==> config.mk <==
export PLATFORM = sky130hd
export DESIGN_NAME = seq_multiplier
export DESIGN_NICKNAME = d
export VERILOG_FILES = /design/src/rtl/seq_multiplier.sv
export SDC_FILE = /design/constraint.sdc
export NUM_CORES = 1
export LEC_CHECK = 0
export ABC_AREA = 1
export BUFFER_PORTS_ARGS = -buffer_cell sky130_fd_sc_hd__buf_2
export CAP_MARGIN = 30
export CORE_MARGIN = 2
export CORE_UTILIZATION = 55
export DETAILED_ROUTE_END_ITERATION = 6
export GPL_ROUTABILITY_DRIVEN = 0
export GPL_TIMING_DRIVEN = 0
export PLACE_DENSITY_LB_ADDON = 0.2
export SYNTH_ARGS = -nofsm -noshare
export SYNTH_HDL_FRONTEND = slang
export SYNTH_SLANG_ARGS = --single-unit
==> constraint.sdc <==
create_clock -name clk_in -period 2.4 [get_ports clk_in]
set_input_delay 0.12 -clock clk_in [delete_from_list [all_inputs] [get_ports clk_in]]
set_output_delay 0.12 -clock clk_in [all_outputs]
set_load 0.01 [all_outputs]
==> src/rtl/seq_multiplier.sv <==
// ---------------------------------------------------------------------------
// seq_multiplier
//   Multi-cycle WIDTH x WIDTH integer multiplier for MIPS32 mult/multu.
//   One add-and-shift iteration per cycle on a single WIDTH-bit adder.
//   Signed operands are reduced to magnitudes up front, multiplied
//   unsigned, and the 2*WIDTH-bit product is negated in a final SIGN cycle.
//
//   Latency: start sampled at edge t -> done_out / new HI/LO in cycle
//   t+WIDTH+2. Back-to-back issue is allowed from DONE.
//
// Ports
//   clk_in     system clock, rising edge
//   rst_in     synchronous active-high reset
//   start_in   request a multiply (honoured only in IDLE or DONE)
//   signed_in  1 = mult (two's complement), 0 = multu
//   A_in       multiplicand
//   B_in       multiplier
//   busy_out   operation in progress (RUN or SIGN)
//   done_out   one-cycle pulse: HI_out/LO_out just updated
//   HI_out     upper WIDTH bits of the product
//   LO_out     lower WIDTH bits of the product
// ---------------------------------------------------------------------------
module seq_multiplier #(
  parameter int WIDTH = 32
) (
  input  logic             clk_in,
  input  logic             rst_in,
  input  logic             start_in,
  input  logic             signed_in,
  input  logic [WIDTH-1:0] A_in,
  input  logic [WIDTH-1:0] B_in,
  output logic             busy_out,
  output logic             done_out,
  output logic [WIDTH-1:0] HI_out,
  output logic [WIDTH-1:0] LO_out
);

  // Counter must hold 0..WIDTH.
  localparam int CW = $clog2(WIDTH + 1);

  typedef enum logic [1:0] {
    S_IDLE,
    S_RUN,
    S_SIGN,
    S_DONE
  } state_t;

  state_t              r_state;
  state_t              w_next;

  logic [WIDTH-1:0]    r_mcand;   // |A|
  logic [WIDTH-1:0]    r_mplier;  // |B|, shifted right each iteration
  logic [2*WIDTH-1:0]  r_acc;     // partial product
  logic                r_neg;     // final product must be negated
  logic [CW-1:0]       r_count;
  logic [WIDTH-1:0]    r_hi;
  logic [WIDTH-1:0]    r_lo;

  logic                w_accept;
  logic                w_last;
  logic [WIDTH-1:0]    w_abs_a;
  logic [WIDTH-1:0]    w_abs_b;
  logic [WIDTH:0]      w_sum;
  logic [2*WIDTH-1:0]  w_prod;

  // ---------------------------------------------------------------------
  // Combinational helpers
  // ---------------------------------------------------------------------
  assign w_accept = start_in && ((r_state == S_IDLE) || (r_state == S_DONE));
  assign w_last   = (r_count == CW'(WIDTH - 1));

  // Negating the most-negative value wraps back to itself, which read as
  // unsigned is exactly its magnitude, so no extra bit is needed.
  assign w_abs_a = (signed_in && A_in[WIDTH-1]) ? (~A_in + WIDTH'(1)) : A_in;
  assign w_abs_b = (signed_in && B_in[WIDTH-1]) ? (~B_in + WIDTH'(1)) : B_in;

  // Upper-half add with the carry kept; it is shifted back in on the right
  // shift below so nothing is lost.
  assign w_sum = r_mplier[0] ? ({1'b0, r_acc[2*WIDTH-1:WIDTH]} + {1'b0, r_mcand})
                             : {1'b0, r_acc[2*WIDTH-1:WIDTH]};

  // Negating zero yields zero, so a zero operand never leaves a -0 pattern.
  assign w_prod = r_neg ? (~r_acc + (2*WIDTH)'(1)) : r_acc;

  // ---------------------------------------------------------------------
  // FSM: state register
  // ---------------------------------------------------------------------
  always_ff @(posedge clk_in) begin
    if (rst_in) r_state <= S_IDLE;
    else        r_state <= w_next;
  end

  // ---------------------------------------------------------------------
  // FSM: next state
  // ---------------------------------------------------------------------
  always_comb begin
    w_next = r_state;
    case (r_state)
      S_IDLE: if (start_in) w_next = S_RUN;
      S_RUN:  if (w_last)   w_next = S_SIGN;
      S_SIGN:               w_next = S_DONE;
      S_DONE: w_next = start_in ? S_RUN : S_IDLE;
      default:              w_next = S_IDLE;
    endcase
  end

  // ---------------------------------------------------------------------
  // Datapath
  // ---------------------------------------------------------------------
  always_ff @(posedge clk_in) begin
    if (rst_in) begin
      r_mcand  <= '0;
      r_mplier <= '0;
      r_acc    <= '0;
      r_neg    <= 1'b0;
      r_count  <= '0;
      r_hi     <= '0;
      r_lo     <= '0;
    end else begin
      if (w_accept) begin
        r_mcand  <= w_abs_a;
        r_mplier <= w_abs_b;
        r_neg    <= signed_in & (A_in[WIDTH-1] ^ B_in[WIDTH-1]);
        r_acc    <= '0;
        r_count  <= '0;
      end else if (r_state == S_RUN) begin
        // {carry, acc} >> 1
        r_acc    <= {w_sum, r_acc[WIDTH-1:1]};
        r_mplier <= r_mplier >> 1;
        r_count  <= r_count + CW'(1);
      end

      // Result registers only move at the end of SIGN, so they hold the
      // last product through IDLE and any following operation.
      if (r_state == S_SIGN) begin
        r_hi <= w_prod[2*WIDTH-1:WIDTH];
        r_lo <= w_prod[WIDTH-1:0];
      end
    end
  end

  // ---------------------------------------------------------------------
  // Outputs: all derived from flops only
  // ---------------------------------------------------------------------
  assign busy_out = (r_state == S_RUN) || (r_state == S_SIGN);
  assign done_out = (r_state == S_DONE);
  assign HI_out   = r_hi;
  assign LO_out   = r_lo;

endmodule

* After elaboration in Yosys (flattened, before gate mapping) *
Index checks and enable logic that the tools add are counted.
W data, S select, Z words.

word-level totals
  bits in registers = 201
  input bits = 68
  output and inout bits = 66
  word-level logic and storage cells = 43

cells by class
  $add $sub $neg = 5
  equality and inequality tests = 6
  multiplexer cells = 10
  bitwise gates (word level) = 5
  reduce and logical (&&, ||, !) cells = 9

operators by type and width
  cell                     number
  $mux W32                 4
  $add A32 B1 Y32 const B  2
  $add A64 B1 Y64 const B  1
  $mux W64                 1
  $not A32 Y32             2
  $not A64 Y64             1
  $add A32 B32 Y33         1
  $mux W33                 1
  $pmux W2 S4              1
  $add A6 B1 Y6 const B    1
  $eq A6 B5 Y1 const B     1
  $eq A2 B2 Y1 const B     2
  $mux W2                  2
  $ne A2 B2 Y1 const B     2
  $logic_and A1 B1 Y1      3
  $eq A2 B1 Y1 const B     1
  $logic_not A2 Y1         1
  $logic_or A1 B1 Y1       2
  $reduce_and A2 Y1        1
  $reduce_bool A2 Y1       1
  $reduce_or A2 Y1         1
  $and A1 B1 Y1            1
  $mux W1                  1
  $xor A1 B1 Y1            1

* Logic depth before layout (Yosys ltp) *
Gate-level depths: netlist (run 1).

  depth after elaboration = 4
  gate-level depth with buffers = 15

* Least setup slack after synthesis (run 1) *
Ideal clock, no wire load.

  kind = reg2reg
  start point = reg r_state[0]
  end point = reg r_acc[21]
  arrival time = 1.769 ns
  required time = 2.272 ns
  slack = 0.503 ns
  stages on the path, launching flop included = 9
  period minus slack after synthesis = 1.897 ns
  path through = dfxtp_1 inv_1 ha_1 nor2_4 nor2_1 clkinv_1 buf_2 buf_1 nor2_1

on the way
  cells in the longest elaborated chain, start to end = 4
  elaborated cells between the ends (all ways) = 6
  those cells by class = 2 x eq/ne; 4 x reduce/logical

RTL lines
  what                                              line  text
  start, declared                                   48    state_t r_state;
  start signal, assigned                            90    else r_state <= w_next;
  $eq A2 B2 Y1 or $logic_not A2 Y1 (tied branches)  69    assign w_accept = start_in && ((r_state == S_IDLE) || (r_state == S_DONE));
  $logic_or A1 B1 Y1                                69
  $logic_and A1 B1 Y1                               69
  $reduce_or A2 Y1 (no line)                        n/a
  end signal, assigned                              128   r_acc <= {w_sum, r_acc[WIDTH-1:1]};
  end, declared                                     53    logic [2*WIDTH-1:0] r_acc;

Parallel ways exist; a longest one is shown, timed or not.
A chain may end at the register's enable or synchronous reset.

* Final worst setup path (run 1) *
  start point = reg r_state[0]
  end point = reg r_hi[18] (netlist: HI_out[18])

on the way
  cells in the longest elaborated chain, start to end = 1

RTL lines
  what                  line  text
  $eq A2 B2 Y1          135   if (r_state == S_SIGN) begin
  end signal, assigned  136   r_hi <= w_prod[2*WIDTH-1:WIDTH];
  end, declared         56    logic [WIDTH-1:0] r_hi;

No other way between the ends.

==> results of run 1 <==
[routing by layer]
layer	global-route usage	wire length [µm]
met5	0	0
met1	0.440	20100
met2	0.548	21300
met3	0.0418	3910
met4	0.169	2630
[final cells by class]
type / count / area, µm² / area share
buffer: 86 / 348 / 0.0210
clock buffer: 28 / 614 / 0.0371
clock inverter: 13 / 134 / 0.00809
inverter: 321 / 1210 / 0.0729
multi-input combinational: 1833 / 8820 / 0.533
sequential: 201 / 4020 / 0.243
tap: 335 / 419 / 0.0253
timing repair buffer: 165 / 988 / 0.0597
[state kept, by name, summed over array words and instances, names as in the netlist]
name,cells
r_mplier,32
r_acc,64
LO_out,32
r_neg,1
r_count,6
r_state,2
r_mcand,32
HI_out,32
[final timing paths]
kind,end,startpoint
hold / removal,r_neg,A_in[31]
setup / recovery,HI_out[18],r_state[0]
hold reg to reg,r_mplier[19],r_mplier[19]
setup reg to reg,HI_out[18],r_state[0]
[power by group through the flow]
| stage | registers [mW] | logic (mW) | clock network, mW |
|---|---|---|---|
| finish | 4.68 | 7.09 | 3.51 |
| global route | 4.74 | 7.87 | 3.65 |
| CTS | 4.66 | 6.90 | 3.53 |
| detailed placement | 4.73 | 6.80 | 0 |
| global placement | 4.71 | 6.67 | 0 |
| floorplan | 4.69 | 4.58 | 0 |
[placed cells by master, fill, tap and decap left out, types with 5 or more instances in the layout]
| master | count |
|---|---|
| nor2_2 | 12 |
| ha_1 | 41 |
| nand2_1 | 717 |
| nor2_1 | 382 |
| dfxtp_1 | 201 |
| clkinv_2 | 6 |
| a21oi_1 | 184 |
| o221ai_1 | 12 |
| nor3_1 | 19 |
| nor2_4 | 8 |
| buf_2 | 148 |
| o211ai_1 | 27 |
| nand4_1 | 36 |
| xor2_1 | 66 |
| clkbuf_16 | 23 |
| nand3_1 | 145 |
| o21ai_1 | 26 |
| clkbuf_1 | 65 |
| dlygate4sd3_1 | 32 |
| o21ai_0 | 92 |
| inv_2 | 18 |
| nand2_2 | 11 |
| inv_1 | 300 |
| a221oi_1 | 5 |
[cell families (layout without fill, tap and decap cells)]
| group | Yosys count | after routing | share of synthesized area |
|---|---|---|---|
| AOI/OAI and AO/OA | 369 | 369 | 0.144 |
| xor gates and xnor gates | 67 | 67 | 0.0408 |
| adders and majority gates | 42 | 42 | 0.0371 |
| buffers and inverters | 407 | 613 | 0.108 |
| DFF | 201 | 201 | 0.280 |
| and+or+nand+nor | 1355 | 1355 | 0.391 |
[through the flow]
step | util | total power, mW | cells
2_1_floorplan | - | 9.27 | 2441
3_3_place_gp | 0.598 | 11.4 | 2908
3_5_place_dp | 0.598 | 11.5 | 2908
4_1_cts | 0.640 | 15.1 | 2981
5_1_grt | 0.641 | 16.3 | 2982
6_report | 0.641 | 15.3 | 2982
[timing repair]
item                                   CTS  global route
hold buffers                            32             0
setup endpoints to repair               10            63
pin swaps                                0             1
setup buffers                            0             1
resized for setup                        1            11
endpoints found under the hold margin   32             0
gates cloned                             0             0
[worst max-delay path, cell delays in order (launching register included)]
cell,delay [ns]
dfxtp_1,0.36
inv_1,0.12
ha_1,0.28
clkbuf_1,0.44
clkbuf_1,0.56
o211ai_1,0.27
nand2_1,0.12
inv_1,0.04
==> results.toml, run 1 <==
[power]
combPwrFrac = 0.464
intPower_mw = 8.40
p_clk_frac = 0.230
ir_worst_vdd_uv = 683
pwr-share-seq = 0.306
swShare = 0.450
power_density_nw_per_um2 = 923
leakagePower_nw = 8.50
power_switching_mw = 6.87

[critical_path]
r2r_setup_slack_ns = 0.1
worst_setup_path_start_kind = "flop"
rr_worst_depth = 7
end_kind = "flop"
crit_fanout = 10
required_ns = 2.81
crit_arrival_ns = 2.71
crit_type = "flop to flop"

[timing]
slew_headroom = 0.480
worst_slack_ns = 0.0974
post-route-period-util = 0.959
final_max_slew_viol_count = 0
rsz0062_at_grt = "true"
hold_viol = 0
fmax_ghz = 0.434
tightestPinTransition_ns = 0.780
finalCriticalPeriod_ns = 2.30
tns_ns = 0
holdWs_ns = 0.0136
skew_ns = 0.0303
setup_violations = 0

[yosys]
yosys-top-cells-count = "nand2_1, nor2_1, inv_1"
syn_inst = 2441
synth_seq_area_share = 0.280
synth_most_common_cell = "nand2_1"
synth_edf_count = 0
ys_types = 49
synthArstFlopShare = 0
yosys.area.top_type = "dfxtp_1"
syn-num-nets = 2551
synth_area_um2 = 14400
synth_top_flop_cell = "dfxtp_1"
synth_top_area_frac = 0.280
yosysWarnings = 0
ys_ff_latch = 201
syn_area_per_cell_um2 = 5.89
synth_area_leaders = "dfxtp_1, nand2_1, nor2_1"

[clock_network]
clockBufferDepth = 3
cts.sinks = 201
path_clk_slew_ns = 0.06
insertion_delay_ns = 0.54
ctsHtreeMaxLevel = 1
cts_tree = "done"
cts_buffers = 23
cts_root_buffer = "clkbuf_16"

[floorplanning]
die_x_um = 166
core_area_um2 = 25800
die_y_um = 166
num_rows = 59
start_util = 0.557
dieArea_um2 = 27500
ios = 134

[detailed_routing]
wl_per_cell_um = 16.1
first_pass_iters = 6
drt_iter0_drc = 1596
num_vias = 16600
routed_wl_um = 47900
route.detailed.drc = 0
viasPerCell = 5.56
ant_nets = 0

[finish]
area_growth_pct = 15.1
fill_cells = 2525
antenna_cells = 0
layout-drive-gt1-share = 0.0994
final_cell_area_um2 = 16500
nets = 2741

[grt]
grt_pass1_wl_um = 76100
antenna_found_initial = 0
grt_use_total = 0.336
grt-ovfl-total = 0
grt_max_degree = 14
grt_pass1_vias = 15000

[place]
placed_area_um2 = 15500
dp_slack_ns = -0.114
io_buffers = 132
dpl.hpwl_um = 37600

[min_path]
hp-class = "input port to flop"
min_delay_path_depth = 3

[flow_run]
cap_viol_max_count = 0

[status]
status = "complete, no violations"
Note: power is estimated with default switching activity, not from simulation.
==> run 2, diff against run 1 <==
Settings changed: CORE_ASPECT_RATIO from default to 1.5.
==> results.toml, run 2 (synthesis gave the netlist of run 1 again) <==
[critical_path]
rr_worst_depth = 12
r2r_start = "r_acc[27]"
max_stage_delay_ns = 0.49
cp_common_cell = "nand2_1"
crit_fanout = 4
r2r_setup_slack_ns = 0.12
cp_slowest_cell = "nor2_1"
critPathCapture = "HI_out[24]"
cp_top_family = "simple AND/OR/NAND/NOR gates"
required_ns = 2.81
crit_type = "flop to flop"
crit_start = "r_acc[27]"
end_kind = "flop"
cp_cell_sequence = "inv_1 > nand4_1 > nor2_1 > nand2_1 > nor2_1 > nand2_1 > nand2_1 > nand2_1 > nand2_1 > o211ai_1 > nand2_1 > inv_1"
worst-path-stages = 12
r2r-end = "HI_out[24]"
crit_arrival_ns = 2.69
worst_setup_path_start_kind = "flop"
crit_buf_inv = 2

[detailed_routing]
drt_iter0_drc = 1321
route.detailed.drc = 0
ant_nets = 0
wl_per_cell_um = 16.3
routed_wl_um = 48500
num_vias = 16400
first_pass_iters = 6
viasPerCell = 5.50

[timing]
final_max_slew_viol_count = 0
tns_ns = 0
skew_ns = 0.0144
rsz0062_at_grt = "true"
setup_violations = 0
hold_viol = 0
fmax_ghz = 0.438
finalCriticalPeriod_ns = 2.28
tightestPinTransition_ns = 0.953
slew_headroom = 0.365
post-route-period-util = 0.951
holdWs_ns = 0.0121

[finish]
multi_input_area_um2 = 8830
fill_cells = 2584
largest_reg_flops = 64
nets = 2738
final_cell_area_um2 = 16500
layout_commonest_cell = "nand2_1"
layout-drive-gt1-share = 0.0992
seqCellArea_um2 = 4030
antenna_cells = 0
area_growth_pct = 14.5
finalNonFillerCells = 2975
final_cell_mix = "nand2_1, nor2_1, inv_1, dfxtp_1, a21oi_1"
regMostFlops = "r_acc"

[power]
power_density_nw_per_um2 = 912
intPower_mw = 8.13
p_clk_frac = 0.210
combPwrFrac = 0.483
pwr-share-seq = 0.307
power_switching_mw = 6.88
power_mw = 15.0
ir_worst_vdd_uv = 680
leakagePower_nw = 8.46
swShare = 0.458

[flow_run]
cap_viol_max_count = 0

[floorplanning]
dieArea_um2 = 27500
die_x_um = 136
die_y_um = 202
core_area_um2 = 25800
start_util = 0.558
num_rows = 72
ios = 134

[place]
dp.cells = 2906
io_buffers = 132
dpl.hpwl_um = 38100
placed_area_um2 = 15500

[clock_network]
insertion_delay_ns = 0.52
cts.sinks = 201
clockBufferDepth = 3
path_clk_slew_ns = 0.06
cts_tree = "done"
cts_root_buffer = "clkbuf_16"
cts_buffers = 20
ctsHtreeMaxLevel = 1

[min_path]
hp-class = "input port to flop"
min_delay_path_depth = 4

[grt]
grt_use_total = 0.352
grt_pass1_wl_um = 77100
antenna_found_initial = 0
grt_pass1_vias = 15600
grt_max_degree = 16
grt-ovfl-total = 0

[status]
status = "complete, no violations"
==> run 2: cell count changes in the layout (fill, tap and decap cells not counted), sizes merged <==
cell | before | now
bufinv | 2 | 1
dlygate4sd3 | 32 | 31
buf | 153 | 154
clkinvlp | 3 | 2
clkbuf | 94 | 93
clkinv | 9 | 7
==> run 2: area by class of cell <==
class	count	share of cell area
tap	333	0.0253
clock inverter	9	0.00570
timing repair buffer	165	0.0599
buffer	86	0.0214
clock buffer	27	0.0338
sequential	201	0.244
inverter	321	0.0733
multi-input combinational	1833	0.536
==> run 2: repair_timing <==
| item | in CTS | in global routing |
|---|---|---|
| gates resized for setup | 1 | 15 |
| hold buffers | 31 | 0 |
| hold endpoints to repair | 30 | 0 |
| setup buffers | 0 | 2 |
| pin swaps | 0 | 1 |
| endpoints found under the setup margin | 10 | 47 |
==> run 2: worst min-delay path by stage <==
| stage | startpoint | endpoint |
|---|---|---|
| after floorplan | A_in[16] | r_mcand[16] |
| after detailed placement | A_in[29] | r_mcand[29] |
| after CTS | A_in[22] | r_mcand[22] |
| final | A_in[22] | r_mcand[22] |
| after global placement | A_in[0] | r_mcand[0] |
| after global routing | A_in[25] | r_mcand[25] |
==> run 2: metrics by stage <==
step / setup slack (ns) / utilization
5_1_grt: -0.0171 / 0.639
3_3_place_gp: -0.0318 / 0.600
2_1_floorplan: 0.503 / -
6_report: 0.117 / 0.639
3_5_place_dp: -0.102 / 0.600
4_1_cts: 0.0568 / 0.637
==> run 2: power by group through the flow <==
stage	sequential, mW	combinational (mW)	clock (mW)
final	4.61	7.25	3.15
after global routing	4.68	8.03	3.30
after CTS	4.59	6.94	3.18
after detailed placement	4.66	6.86	0
after global placement	4.62	6.76	0
after floorplan	4.69	4.58	0
==> run 2: routing by layer <==
layer  track usage  up-vias  wire [µm]
met1         0.382     7313      17800
met3        0.0587      231       3600
li1              -     8119          -
met2         0.609      706      22900
met4         0.256        0       4130
met5             0        -          0
==> run 2: worst reg2reg max path, delay by kind of cell, from the launching register on <==
family          cells  cell delay (ns)
simple gates        9             1.49
flops               1             0.32
buf+inv             2             0.28
compound gates      1             0.09
